$ cat src/rtl/serial_nibble_subtractor_if.sv
// Operand/result bundle for the bit-serial subtractor.
// The master drives the start request and operands; the slave returns the result.
interface serial_nibble_subtractor_if #(
  parameter int WIDTH = 4
);
  logic             start;
  logic [WIDTH-1:0] a;
  logic [WIDTH-1:0] b;
  logic             bin;
  logic             ready;
  logic [WIDTH-1:0] d;
  logic             bout;
  logic             ovf;
  logic             valid;

  modport master (
    output start, a, b, bin,
    input  ready, d, bout, ovf, valid
  );

  modport slave (
    input  start, a, b, bin,
    output ready, d, bout, ovf, valid
  );
endinterface

$ cat src/rtl/serial_nibble_subtractor.sv
// Bit-serial subtractor d = a - b - bin, LSB first, one bit per clock.
// Result, borrow-out and signed overflow are held in output registers and qualified by valid.
module serial_nibble_subtractor #(
  parameter int WIDTH = 4,
  parameter int CW    = 3
) (
  input  logic                       clk,
  input  logic                       rst,
  serial_nibble_subtractor_if.slave  bus
);

  localparam logic [1:0] IDLE = 2'b00;
  localparam logic [1:0] RUN  = 2'b01;
  localparam logic [1:0] DONE = 2'b10;

  localparam logic [CW-1:0] LAST = CW'(WIDTH - 1);

  logic [1:0]       state_q, state_d;
  logic [CW-1:0]    cnt_q, cnt_d;
  logic             br_q, br_d;
  logic [WIDTH-1:0] a_q, a_d;
  logic [WIDTH-1:0] b_q, b_d;
  logic [WIDTH-1:0] res_q, res_d;
  logic [WIDTH-1:0] d_q, d_d;
  logic             bout_q, bout_d;
  logic             ovf_q, ovf_d;
  logic             valid_q, valid_d;

  logic             diff_bit;
  logic             br_next;
  logic [WIDTH-1:0] res_shift;

  // Operands shift right so the bit under process is always at index 0.
  assign diff_bit  = a_q[0] ^ b_q[0] ^ br_q;
  assign br_next   = (~a_q[0] & b_q[0]) | (~(a_q[0] ^ b_q[0]) & br_q);
  assign res_shift = {diff_bit, res_q[WIDTH-1:1]};

  always_comb begin
    state_d = state_q;
    cnt_d   = cnt_q;
    br_d    = br_q;
    a_d     = a_q;
    b_d     = b_q;
    res_d   = res_q;
    d_d     = d_q;
    bout_d  = bout_q;
    ovf_d   = ovf_q;
    valid_d = valid_q;

    case (state_q)
      IDLE, DONE: begin
        if (bus.start) begin
          a_d     = bus.a;
          b_d     = bus.b;
          br_d    = bus.bin;
          cnt_d   = '0;
          res_d   = '0;
          valid_d = 1'b0;
          state_d = RUN;
        end
      end

      RUN: begin
        a_d   = a_q >> 1;
        b_d   = b_q >> 1;
        res_d = res_shift;
        br_d  = br_next;
        if (cnt_q == LAST) begin
          // br_q here is the borrow into the MSB; its XOR with the borrow out is signed overflow.
          d_d     = res_shift;
          bout_d  = br_next;
          ovf_d   = br_q ^ br_next;
          valid_d = 1'b1;
          cnt_d   = '0;
          state_d = DONE;
        end else begin
          cnt_d = cnt_q + CW'(1);
        end
      end

      default: begin
        state_d = IDLE;
        cnt_d   = '0;
        valid_d = 1'b0;
      end
    endcase
  end

  always_ff @(posedge clk or posedge rst) begin
    if (rst) begin
      state_q <= IDLE;
      cnt_q   <= '0;
      br_q    <= 1'b0;
      a_q     <= '0;
      b_q     <= '0;
      res_q   <= '0;
      d_q     <= '0;
      bout_q  <= 1'b0;
      ovf_q   <= 1'b0;
      valid_q <= 1'b0;
    end else begin
      state_q <= state_d;
      cnt_q   <= cnt_d;
      br_q    <= br_d;
      a_q     <= a_d;
      b_q     <= b_d;
      res_q   <= res_d;
      d_q     <= d_d;
      bout_q  <= bout_d;
      ovf_q   <= ovf_d;
      valid_q <= valid_d;
    end
  end

  assign bus.ready = (state_q == IDLE) || (state_q == DONE);
  assign bus.d     = d_q;
  assign bus.bout  = bout_q;
  assign bus.ovf   = ovf_q;
  assign bus.valid = valid_q;

endmodule

$ cat src/flat_wrapper.sv
// flat-port wrapper written by rule: the top's interface ports become plain ports
module serial_nibble_subtractor_flat 
#(
  parameter int WIDTH = 4,
  parameter int CW    = 3
)
  (clk, rst, bus_start, bus_a, bus_b, bus_bin, bus_ready, bus_d, bus_bout, bus_ovf, bus_valid);
  serial_nibble_subtractor_if #(.WIDTH(WIDTH)) bus_i ();
  input  logic clk;
  input  logic rst;
  input wire logic [$bits(bus_i.start)-1:0] bus_start;
  input wire logic [$bits(bus_i.a)-1:0] bus_a;
  input wire logic [$bits(bus_i.b)-1:0] bus_b;
  input wire logic [$bits(bus_i.bin)-1:0] bus_bin;
  output wire logic [$bits(bus_i.ready)-1:0] bus_ready;
  output wire logic [$bits(bus_i.d)-1:0] bus_d;
  output wire logic [$bits(bus_i.bout)-1:0] bus_bout;
  output wire logic [$bits(bus_i.ovf)-1:0] bus_ovf;
  output wire logic [$bits(bus_i.valid)-1:0] bus_valid;
  assign bus_i.start = bus_start;
  assign bus_i.a = bus_a;
  assign bus_i.b = bus_b;
  assign bus_i.bin = bus_bin;
  assign bus_ready = bus_i.ready;
  assign bus_d = bus_i.d;
  assign bus_bout = bus_i.bout;
  assign bus_ovf = bus_i.ovf;
  assign bus_valid = bus_i.valid;
  serial_nibble_subtractor #(.WIDTH(WIDTH), .CW(CW)) u_core (.clk(clk), .rst(rst), .bus(bus_i));
endmodule
$ cat config.mk
export PLATFORM = sky130hd
export DESIGN_NAME = serial_nibble_subtractor_flat
export DESIGN_NICKNAME = d
export VERILOG_FILES = /design/src/rtl/serial_nibble_subtractor_if.sv /design/src/rtl/serial_nibble_subtractor.sv /design/src/flat_wrapper.sv
export SDC_FILE = /design/constraint.sdc
export NUM_CORES = 1
export LEC_CHECK = 0
export ABC_AREA = 1
export CORE_MARGIN = 2
export CORE_UTILIZATION = 45
export DETAILED_ROUTE_END_ITERATION = 8
export GPL_TIMING_DRIVEN = 0
export PLACE_DENSITY = 0.75
export SLEW_MARGIN = 40
export SYNTH_ARGS = -nofsm -noshare
export SYNTH_HDL_FRONTEND = slang
export SYNTH_SLANG_ARGS = --single-unit
$ cat constraint.sdc
create_clock -name clk -period 2.4 [get_ports clk]
set_clock_uncertainty 0.1 [all_clocks]
set_input_delay 0.48 -clock clk [delete_from_list [all_inputs] [get_ports clk]]
set_output_delay 0.48 -clock clk [all_outputs]
set_load 0.03 [all_outputs]
==> metrics.md, run 1 <==
| Metric | Value |
|---|---|
| Status | `completed` |
| Die ar. | `0.00287 sq mm` |
| Final Max Slew Viols | `0` |
| Synthesized area per cell | `8.13 sq um` |
| Sequential share of the synthesized area | `0.520` |
| Synth Area in Simple Gates | `0.322` |
| # DRC | `0` |
| Post-synth EDFFs | `0` |
| Crit path kind | `reg -> out` |
| Core ar. | `0.00228 sq mm` |
| Fraction of layout cells with a size suffix above 1 | `0.0943` |
| Synth-to-layout area growth | `22.9%` |
| P per Cell Area | `1320 mW/mm^2` |
| Internal Power | `0.992 mW` |
| Clock share of power | `0.102` |
| Area leader, netlist | `dfrtp_1` |
| Largest family of logic cells by synthesized area | `simple AND/OR/NAND/NOR gates` |
| Worst vdd ir | `0.000641 V` |
| Final cell utilization of the core | `0.597` |
| Routability congestion estimate | `0.761` |
| Final period utilization | `0.911` |
| RSZ-0062 raised after global routing | `no` |
| Filler cells | `216` |
| Final setup fails | `0` |
| Worst-margin pin slew | `0.475 ns` |
| R2R Setup Slk | `1.07 ns` |
| Switch share | `0.446` |
| Routed Antenna Nets | `0` |
| Slew headroom | `0.683` |
| CTS tree | `yes` |
| Buffers on Ports | `19` |
| Routed WL | `1820 um` |
| Highest clock rate | `458 MHz` |
| Largest fanout on the critical path | `9` |
| HP Class | `in -> async` |
| WL/cell | `9.72 um` |
| DRT Pass-1 Iters | `3` |
| Comb power frac | `0.533` |
| Top cells by count, synth | `nand2_1 (59), dfrtp_1 (23), inv_1 (22), nand3_1 (13), o21ai_0 (3)` |
| Tot Pwr | `1.79 mW` |
| Synth Area in Adders | `0.0294` |
| Setup TNS | `0 ns` |
| R2R Path Start | `u_core.b_q[0]$_DFFE_PP0P_` |
| XOR/XNOR Fraction of Synth Area | `0.00792` |
| Global-route wire length before repair | `3270 um` |
| GRT Util Overall | `0.157` |
| Synth Area in Compound Gates | `0.0226` |
| Number of global-route vias before repair | `828` |
| Synthesis Warnings | `0` |
| Die extent in x | `53.6 um` |
| Initial antenna violation count | `0` |
| HPWL after DPL | `1390 um` |
| Synthesized Nets | `150` |
| CTS Buffer Depth | `2` |
| CTS H-tree depth | `1` |
| Worst r2r dst | `u_core.br_q$_DFFE_PP0P_` |
| Die Span Y | `53.6 um` |
| Lkg Pwr | `0.738 nW` |
| Grt total ovfl | `0` |
| Final net count | `174` |
| Via density | `4.58` |
| Minimum clock period | `2.19 ns` |
| Most frequent cell after synthesis | `nand2_1` |
| # clock sinks | `23` |
| Critical Path Sink Type | `output pin` |
| CP required | `1.82 ns` |
| Top_reg_cell synth | `dfrtp_1` |
| Top cell type's share of synthesized area | `0.520` |
| Setup Buffers After CTS | `0` |
| Post-synthesis mux area share | `0` |
| Endpoints failing hold | `0` |
| Ys async rst share | `1.00` |
| Worst Path Arrival | `1.61 ns` |
| NetSw | `0.798 mW` |
| CTS Buf Count | `3` |
| Hold_buf cts | `0` |
| Starting Density | `0.486` |
| Ant. Diodes | `0` |
| Synth cell types | `18` |
| Later-pin clock latency in the skew report | `0.31 ns` |
| Ranking of synthesized cells by area | `dfrtp_1 (52%), nand2_1 (20%), inv_1 (7.5%)` |
| Total number of vias | `857` |
| Root buf cell | `clkbuf_4` |
| Rows | `17` |
| I/O pin cnt | `20` |
| Cells on worst reg2reg path | `7` |
| Setup crit start kind | `flop` |
| Mapped Cells | `136` |
| Number of max-cap violations | `0` |
| Starting DRT DRC Count | `5` |
| Yosys reg bits | `23` |
| Sequential Power Share | `0.366` |
| Clock slew seen by the registers of the worst setup and hold paths | `0.13 ns` |
| Resized Gates After CTS | `0` |
| Synth Cell Area | `0.00111 sq mm` |
| Largest net degree at the start of global routing | `24` |
==> critical path, stage by stage, from the launching register on <==
cell and delay [ns]:
dfrtp_1 0.40, buf_6 0.15, inv_4 0.08, clkdlybuf4s50_1 0.67
==> power groups by stage <==
stage                     Sequential [mW]  Combinational (mW)  Clock [mW]
final                               0.655               0.953       0.182
after global routing                0.675                1.08       0.203
after global placement              0.656               0.938           0
after floorplan                     0.742               0.619           0
after CTS                           0.655               0.967       0.184
after detailed placement            0.664               0.966           0
==> how the worst max path moves through the flow <==
| stage | start | end | slack (ns) | cells past startpoint |
|---|---|---|---|---|
| after floorplan | u_core.bus.valid$_DFFE_PP0P_ | u_core.a_q[0]$_DFFE_PP0P_ | 1.11 | 6 |
| after global routing | u_core.state_q[0]$_DFFE_PP0P_ | bus_ready | 0.17 | 3 |
| after global placement | u_core.state_q[0]$_DFFE_PP0P_ | bus_ready | 0.57 | 3 |
| after CTS | u_core.state_q[0]$_DFFE_PP0P_ | bus_ready | 0.20 | 3 |
| final | u_core.state_q[0]$_DFFE_PP0P_ | bus_ready | 0.21 | 3 |
| after detailed placement | u_core.state_q[0]$_DFFE_PP0P_ | bus_ready | 0.57 | 3 |
==> through the flow <==
stage                     std cells  instance area (sq um)  setup slack, ns  hold slack [ns]
after floorplan                 136                   1110             1.11            0.342
final                           187                   1360            0.215            0.379
after detailed placement        183                   1330            0.571            0.358
after CTS                       187                   1360            0.202            0.389
after global placement          183                   1330            0.572            0.352
after global routing            187                   1360            0.171            0.408
==> cell families (layout without fill, tap and decap cells) <==
group	Yosys count	in the layout
AOI/OAI and AO/OA	5	5
DFF	23	23
and+or+nand+nor	79	79
xor gates and xnor gates	1	1
buffers and inverters	26	49
adders and majority gates	2	2
==> sequential cells by signal, indices dropped and copies added, names as in the netlist <==
name              cells
u_core.a_q            4
u_core.bus.bout       1
u_core.b_q            4
u_core.bus.ovf        1
u_core.state_q        1
u_core.bus.valid      1
u_core.bus.d          4
u_core.br_q           1
u_core.cnt_q          3
u_core.res_q          3
==> routing by layer <==
metal	track usage	wire length, um	share of wire
met4	0.0641	25	0.014
met2	0.261	812	0.45
met3	0.0250	84	0.046
met1	0.203	896	0.49
met5	0	0	0
==> placed cells by master, fill, tap and decap left out <==
cell,count
nand2_1,59
dfrtp_1,23
inv_1,21
clkdlybuf4s50_1,19
nand3_1,13
inv_2,3
o21ai_0,3
clkbuf_4,3
nand2_2,2
nor2_4,2
buf_6,1
nand2_8,1
inv_4,1
nand2_4,1
nor2_1,1
xnor2_1,1
o21ai_1,1
a21oi_1,1
fa_1,1
ha_1,1
clkinv_2,1
==> final cells by class <==
| cell class | instances | area [sq um] | share of cell area |
|---|---|---|---|
| sequential | 23 | 576 | 0.424 |
| multi-input combinational | 87 | 423 | 0.311 |
| timing repair buffer | 19 | 190 | 0.140 |
| inverter | 25 | 96.3 | 0.0709 |
| tap | 28 | 35.0 | 0.0258 |
| clock buffer | 3 | 22.5 | 0.0166 |
| buffer | 1 | 11.3 | 0.00829 |
| clock inverter | 1 | 5.00 | 0.00368 |
Note: power is estimated with default switching activity, not from simulation.
==> run 2: changes to the inputs <==
--- a/config.mk
+++ b/config.mk
@@ -10,7 +10,7 @@
 export CORE_UTILIZATION = 45
 export DETAILED_ROUTE_END_ITERATION = 8
 export GPL_TIMING_DRIVEN = 0
-export PLACE_DENSITY = 0.75
+export PLACE_DENSITY = 0.78
 export SLEW_MARGIN = 40
 export SYNTH_ARGS = -nofsm -noshare
 export SYNTH_HDL_FRONTEND = slang
==> constraint.sdc (replaced) <==
create_clock -name clk -period 1.8 [get_ports clk]
set_clock_uncertainty 0.1 [all_clocks]
set_input_delay 0.36 -clock clk [delete_from_list [all_inputs] [get_ports clk]]
set_output_delay 0.36 -clock clk [all_outputs]
set_load 0.03 [all_outputs]
==> run 2 against run 1 <==
Worst hold slack worse by 0.12 ns. Sequential power is 33% higher. Utilization is 0.60 points lower.
==> metrics.md, run 2 (synthesis gave the netlist of run 1 again) <==
| Metric | Value |
|---|---|
| Final cell utilization of the core | `0.591 (-0.00605)` |
| Starting DRT DRC Count | `5 (unchanged)` |
| # clock sinks | `23 (unchanged)` |
| Setup Buffers After CTS | `0 (unchanged)` |
| Setup TNS | `0 ns (unchanged)` |
| Root buf cell | `clkbuf_4` |
| WL/cell | `10.3 um (+5.7%)` |
| Ant. Diodes | `0 (unchanged)` |
| Endpoints failing hold | `0 (unchanged)` |
| CP Buf/Inv Count | `1 (-2)` |
| Setup crit start kind | `flop` |
| Buffers on Ports | `19 (unchanged)` |
| CTS H-tree depth | `1 (unchanged)` |
| CTS tree | `yes` |
| Most common cell after layout, fill and taps aside | `nand2_1` |
| Worst Path Arrival | `1.18 ns (-0.43 ns)` |
| Die Span Y | `53.6 um (unchanged)` |
| Largest net degree at the start of global routing | `24 (unchanged)` |
| Worst vdd ir | `0.000777 V (+21%)` |
| Final period utilization | `0.913` |
| Crit path kind | `reg -> out` |
| Highest clock rate | `608 MHz` |
| Cell depth of the worst setup path | `1 (-2)` |
| Routability congestion estimate | `0.740 (-2.8%)` |
| Cells on worst reg2reg path | `7 (unchanged)` |
| Largest fanout on the critical path | `3 (-6)` |
| Number of max-cap violations | `0 (unchanged)` |
| Routed WL | `1920 um (+5.7%)` |
| Core ar. | `0.00228 sq mm (unchanged)` |
| HP Class | `in -> async` |
| Hold_buf cts | `0 (unchanged)` |
| Slowest CP cell | `dfrtp_1` |
| Top delay family on crit path | `flip-flops` |
| Filler cells | `221 (+2.3%)` |
| Die ar. | `0.00287 sq mm (unchanged)` |
| Die extent in x | `53.6 um (unchanged)` |
| Fraction of layout cells with a size suffix above 1 | `0.101 (+0.00629)` |
| CP required | `1.34 ns (-0.48 ns)` |
| Slew headroom | `0.686 (+0.00289)` |
| Routed Antenna Nets | `0 (unchanged)` |
| P per Cell Area | `1730 mW/mm^2 (+32%)` |
| Final net count | `174 (unchanged)` |
| Synth-to-layout area growth | `21.6%` |
| Status | `completed` |
| Later-pin clock latency in the skew report | `0.31 ns (about the same)` |
| GRT Util Overall | `0.162 (+0.00494)` |
| Minimum clock period | `1.64 ns` |
| Starting Density | `0.486 (unchanged)` |
| I/O pin cnt | `20 (unchanged)` |
| Via density | `4.59 (+0.23%)` |
| Final setup fails | `0 (unchanged)` |
| Rows | `17 (unchanged)` |
| Global-route wire length before repair | `3370 um (+3.0%)` |
| CP Cell Sequence | `dlygate4sd2_1` |
| Grt total ovfl | `0 (unchanged)` |
| Total number of vias | `859 (+0.23%)` |
| Critical Path Sink Type | `output pin` |
| # DRC | `0 (unchanged)` |
| Final Max Slew Viols | `0 (unchanged)` |
| DRT Pass-1 Iters | `5 (+2)` |
| Lkg Pwr | `0.761 nW (+3.1%)` |
| Initial antenna violation count | `0 (unchanged)` |
| RSZ-0062 raised after global routing | `no` |
| Clock slew seen by the registers of the worst setup and hold paths | `0.13 ns (about the same)` |
| Number of global-route vias before repair | `831 (+0.36%)` |
| CTS Buf Count | `3 (unchanged)` |
| Commonest non-fill, non-tap cells in the layout | `nand2_1 (59), dfrtp_1 (23), inv_1 (21)` |
| Worst-margin pin slew | `0.470 ns (-0.00433 ns)` |
| Max incr delay on CP | `0.46 ns (-0.21 ns)` |
| CTS Buffer Depth | `2 (unchanged)` |
==> run 2: cell count changes in the layout (fill, tap and decap cells not counted), sizes merged <==
cell           change
dlygate4sd2        +7
clkdlybuf4s50      -8
clkbuf             +1
==> run 2: timing repair <==
action,4_1_cts,5_1_grt
setup endpoints to repair,8,1
gates resized for setup,9,1
endpoints found under the hold margin,0,0
pin swaps,0,0
==> run 2: worst paths after layout <==
| kind | startpoint | to | slack [ns] |
|---|---|---|---|
| worst max-delay path | u_core.bus.valid$_DFFE_PP0P_ | bus_valid | 0.16 |
| worst min-delay path | rst | u_core.b_q[0]$_DFFE_PP0P_ | 0.26 |
| worst max register to register | u_core.b_q[0]$_DFFE_PP0P_ | u_core.br_q$_DFFE_PP0P_ | 0.49 |
| worst min register to register | u_core.bus.d[1]$_DFFE_PP0P_ | u_core.bus.d[1]$_DFFE_PP0P_ | 0.38 |
| max in group asynchronous | rst | u_core.cnt_q[1]$_DFFE_PP0P_ | 1.01 |
| min in group clk | u_core.bus.d[1]$_DFFE_PP0P_ | u_core.bus.d[1]$_DFFE_PP0P_ | 0.38 |
==> run 2: layout make-up <==
| type | instances | area (sq um) | share of cell area |
|---|---|---|---|
| clock inverters | 1 | 5.00 | 0.00372 |
| well taps | 28 | 35.0 | 0.0260 |
| multi-input cells | 87 | 423 | 0.314 |
| clock buffers | 3 | 22.5 | 0.0167 |
| plain buffers | 1 | 11.3 | 0.00837 |
| inverters | 25 | 96.3 | 0.0716 |
| repair buffers | 19 | 176 | 0.131 |
| flip-flops and latches | 23 | 576 | 0.428 |
==> run 2: report_power, final <==
group          total, mW  internal [mW]  switching, mW
registers          0.870          0.744          0.125
logic               1.22          0.439          0.783
clock network      0.238         0.0829          0.155
==> run 2: through the flow <==
step / hold slack (ns) / total power [mW] / std cells / cell area, sq um / worst slack, ns
floorplan: 0.262 / 1.81 / 136 / 1110 / 0.505
global placement: 0.354 / 2.12 / 183 / 1330 / 0.0914
detailed placement: 0.358 / 2.18 / 183 / 1330 / 0.0811
CTS: 0.284 / 2.37 / 187 / 1350 / 0.0267
global route: 0.300 / 2.56 / 187 / 1350 / 0.0995
finish: 0.262 / 2.33 / 187 / 1350 / 0.156
==> run 2: layer usage <==
layer  share of wire  global-route usage
met5               0                   0
met4          0.0062              0.0641
met3           0.049              0.0250
met2            0.48               0.296
met1            0.46               0.187
==> run 3: changes to the inputs <==
==> constraint.sdc (replaced) <==
create_clock -name clk -period 1.4 [get_ports clk]
set_clock_uncertainty 0.1 [all_clocks]
set_input_delay 0.28 -clock clk [delete_from_list [all_inputs] [get_ports clk]]
set_output_delay 0.28 -clock clk [all_outputs]
set_load 0.03 [all_outputs]
==> run 3 against run 2 <==
Via count grew 2.3%. Flip-flop and latch count is the same. Critical path depth grew 2. Final area grew 2.0%. Final cell count grew 1.6%. Utilization grew 1.2 points. Routed wire length grew 2.4%. Non-clock buffer count grew 3. Die area is the same. Register-to-register slack lost 0.39 ns.
==> metrics.md, run 3 (synthesis gave the netlist of run 1 again) <==
| Metric | Value |
|---|---|
| Largest net degree at the start of global routing | `24 (unchanged)` |
| CP required | `1.02 ns (-0.32 ns)` |
| Hold_buf cts | `0 (unchanged)` |
| Routed Antenna Nets | `0 (unchanged)` |
| Root buf cell | `clkbuf_4` |
| CTS Buf Count | `3 (unchanged)` |
| Endpoints failing hold | `0 (unchanged)` |
| Smallest hold slack | `0.186 ns (-0.0766 ns)` |
| Final Max Slew Viols | `0 (unchanged)` |
| Place WS | `-0.239 ns (-0.320 ns)` |
| Routed WL | `1970 um (+2.4%)` |
| Number of global-route vias before repair | `835 (+0.48%)` |
| Worst r2r dst | `u_core.bus.valid$_DFFE_PP0P_` |
| Cells on worst reg2reg path | `5 (-2)` |
| Highest clock rate | `718 MHz` |
| Fraction of layout cells with a size suffix above 1 | `0.167 (+0.0660)` |
| Grt total ovfl | `0 (unchanged)` |
| Ant. Diodes | `0 (unchanged)` |
| Die ar. | `0.00287 sq mm (unchanged)` |
| Critical Path Start | `u_core.state_q[0]$_DFFE_PP0P_` |
| Largest fanout on the critical path | `4 (+1)` |
| Commonest non-fill, non-tap cells in the layout | `nand2_1 (59), dfrtp_1 (23), inv_1 (21)` |
| Design Area, Final | `0.00137 sq mm (+2.0%)` |
| Die Span Y | `53.6 um (unchanged)` |
| GRT Util Overall | `0.162 (+0.000594)` |
| WL/cell | `10.4 um (+0.83%)` |
| Total number of vias | `879 (+2.3%)` |
| Final net count | `177 (+1.7%)` |
| DRT Pass-1 Iters | `4 (-1)` |
| P per Cell Area | `2270 mW/mm^2 (+31%)` |
| Synth-to-layout area growth | `24.1%` |
| CTS tree | `yes` |
| Number of max-cap violations | `0 (unchanged)` |
| HP Class | `in -> async` |
| CTS H-tree depth | `1 (unchanged)` |
| Routability congestion estimate | `0.740 (unchanged)` |
| Setup crit start kind | `flop` |
| # DRC | `0 (unchanged)` |
| # clock sinks | `23 (unchanged)` |
| Status | `completed` |
| R2R Path Start | `u_core.cnt_q[0]$_DFFE_PP0P_` |
| R2R Setup Slk | `0.10 ns (-0.39 ns)` |
| RSZ-0062 raised after global routing | `yes` |
| Final setup fails | `0 (unchanged)` |
| Post-route setup slack | `0.00817 ns (-0.148 ns)` |
| Critical Path Sink Type | `output pin` |
| Lkg Pwr | `0.763 nW (+0.19%)` |
| I/O pin cnt | `20 (unchanged)` |
| Worst-margin pin slew | `0.474 ns (+0.00332 ns)` |
| Initial antenna violation count | `0 (unchanged)` |
| Final cell utilization of the core | `0.603 (+0.0121)` |
| Die extent in x | `53.6 um (unchanged)` |
| Minimum clock period | `1.39 ns` |
| Most common cell after layout, fill and taps aside | `nand2_1` |
| Via density | `4.63 (+0.71%)` |
| Worst Path Arrival | `1.01 ns (-0.17 ns)` |
| DP Area | `0.00133 sq mm (unchanged)` |
| Starting Density | `0.486 (unchanged)` |
| CTS Buffer Depth | `2 (unchanged)` |
| Crit path kind | `reg -> out` |
| Starting DRT DRC Count | `7 (+2)` |
| Buffers on Ports | `19 (unchanged)` |
| Setup TNS | `0 ns (unchanged)` |
| Slew headroom | `0.684 (-0.00222)` |
| Clock slew seen by the registers of the worst setup and hold paths | `0.12 ns (about the same)` |
| Final period utilization | `0.994` |
| Rows | `17 (unchanged)` |
| Later-pin clock latency in the skew report | `0.31 ns (about the same)` |
| Worst vdd ir | `0.00101 V (+30%)` |
| Global-route wire length before repair | `3380 um (+0.42%)` |
| Core ar. | `0.00228 sq mm (unchanged)` |
-- run 3: cell type report --
cell class / count / area, sq um
Inverter: 25 / 106
Clock inverter: 1 / 5.00
Fill cell: 215 / 903
Tap cell: 28 / 35.0
Multi-Input combinational cell: 87 / 425
Sequential cell: 23 / 576
Buffer: 1 / 11.3
Clock buffer: 3 / 22.5
Timing Repair Buffer: 22 / 191
-- run 3: power by group --
group | leakage (nW) | switching (mW) | internal [mW]
logic | 0.455 | 1.06 | 0.643
registers | 0.290 | 0.155 | 0.957
clock network | 0.0177 | 0.196 | 0.107
total | 0.763 | 1.41 | 1.71
-- run 3: how the worst max path moves through the flow --
stage / end / depth (start not counted) / slack (ns)
after floorplan: u_core.a_q[0]$_DFFE_PP0P_ / 6 / 0.11
after global placement: bus_ready / 3 / -0.23
after detailed placement: bus_ready / 3 / -0.24
after CTS: bus_ready / 3 / -0.05
after global routing: bus_ready / 3 / -0.03
final: bus_ready / 3 / 0.008
-- run 3: per-layer routing --
layer,part of all wire,vias to the layer above,GRT usage
met5,0,-,0
li1,-,457,-
met2,0.49,24,0.298
met4,0.0061,0,0.0641
met1,0.45,396,0.187
met3,0.056,2,0.0250
-- run 3: critical path, stage by stage (launching register included) --
cell and delay (ns):
dfrtp_1 0.40, buf_6 0.13, inv_8 0.06, buf_6 0.12
-- run 3: timing repair --
item                                    in CTS  in global routing
setup buffers                                1                  2
endpoints found under the setup margin       8                 16
gates resized for setup                     29                 14
pin swaps                                    0                  0
-- run 3: metrics by stage --
step	power, mW	cells
6_report	3.12	190
5_1_grt	3.41	190
4_1_cts	3.11	188
3_5_place_dp	2.80	183
3_3_place_gp	2.73	183
2_1_floorplan	2.33	136
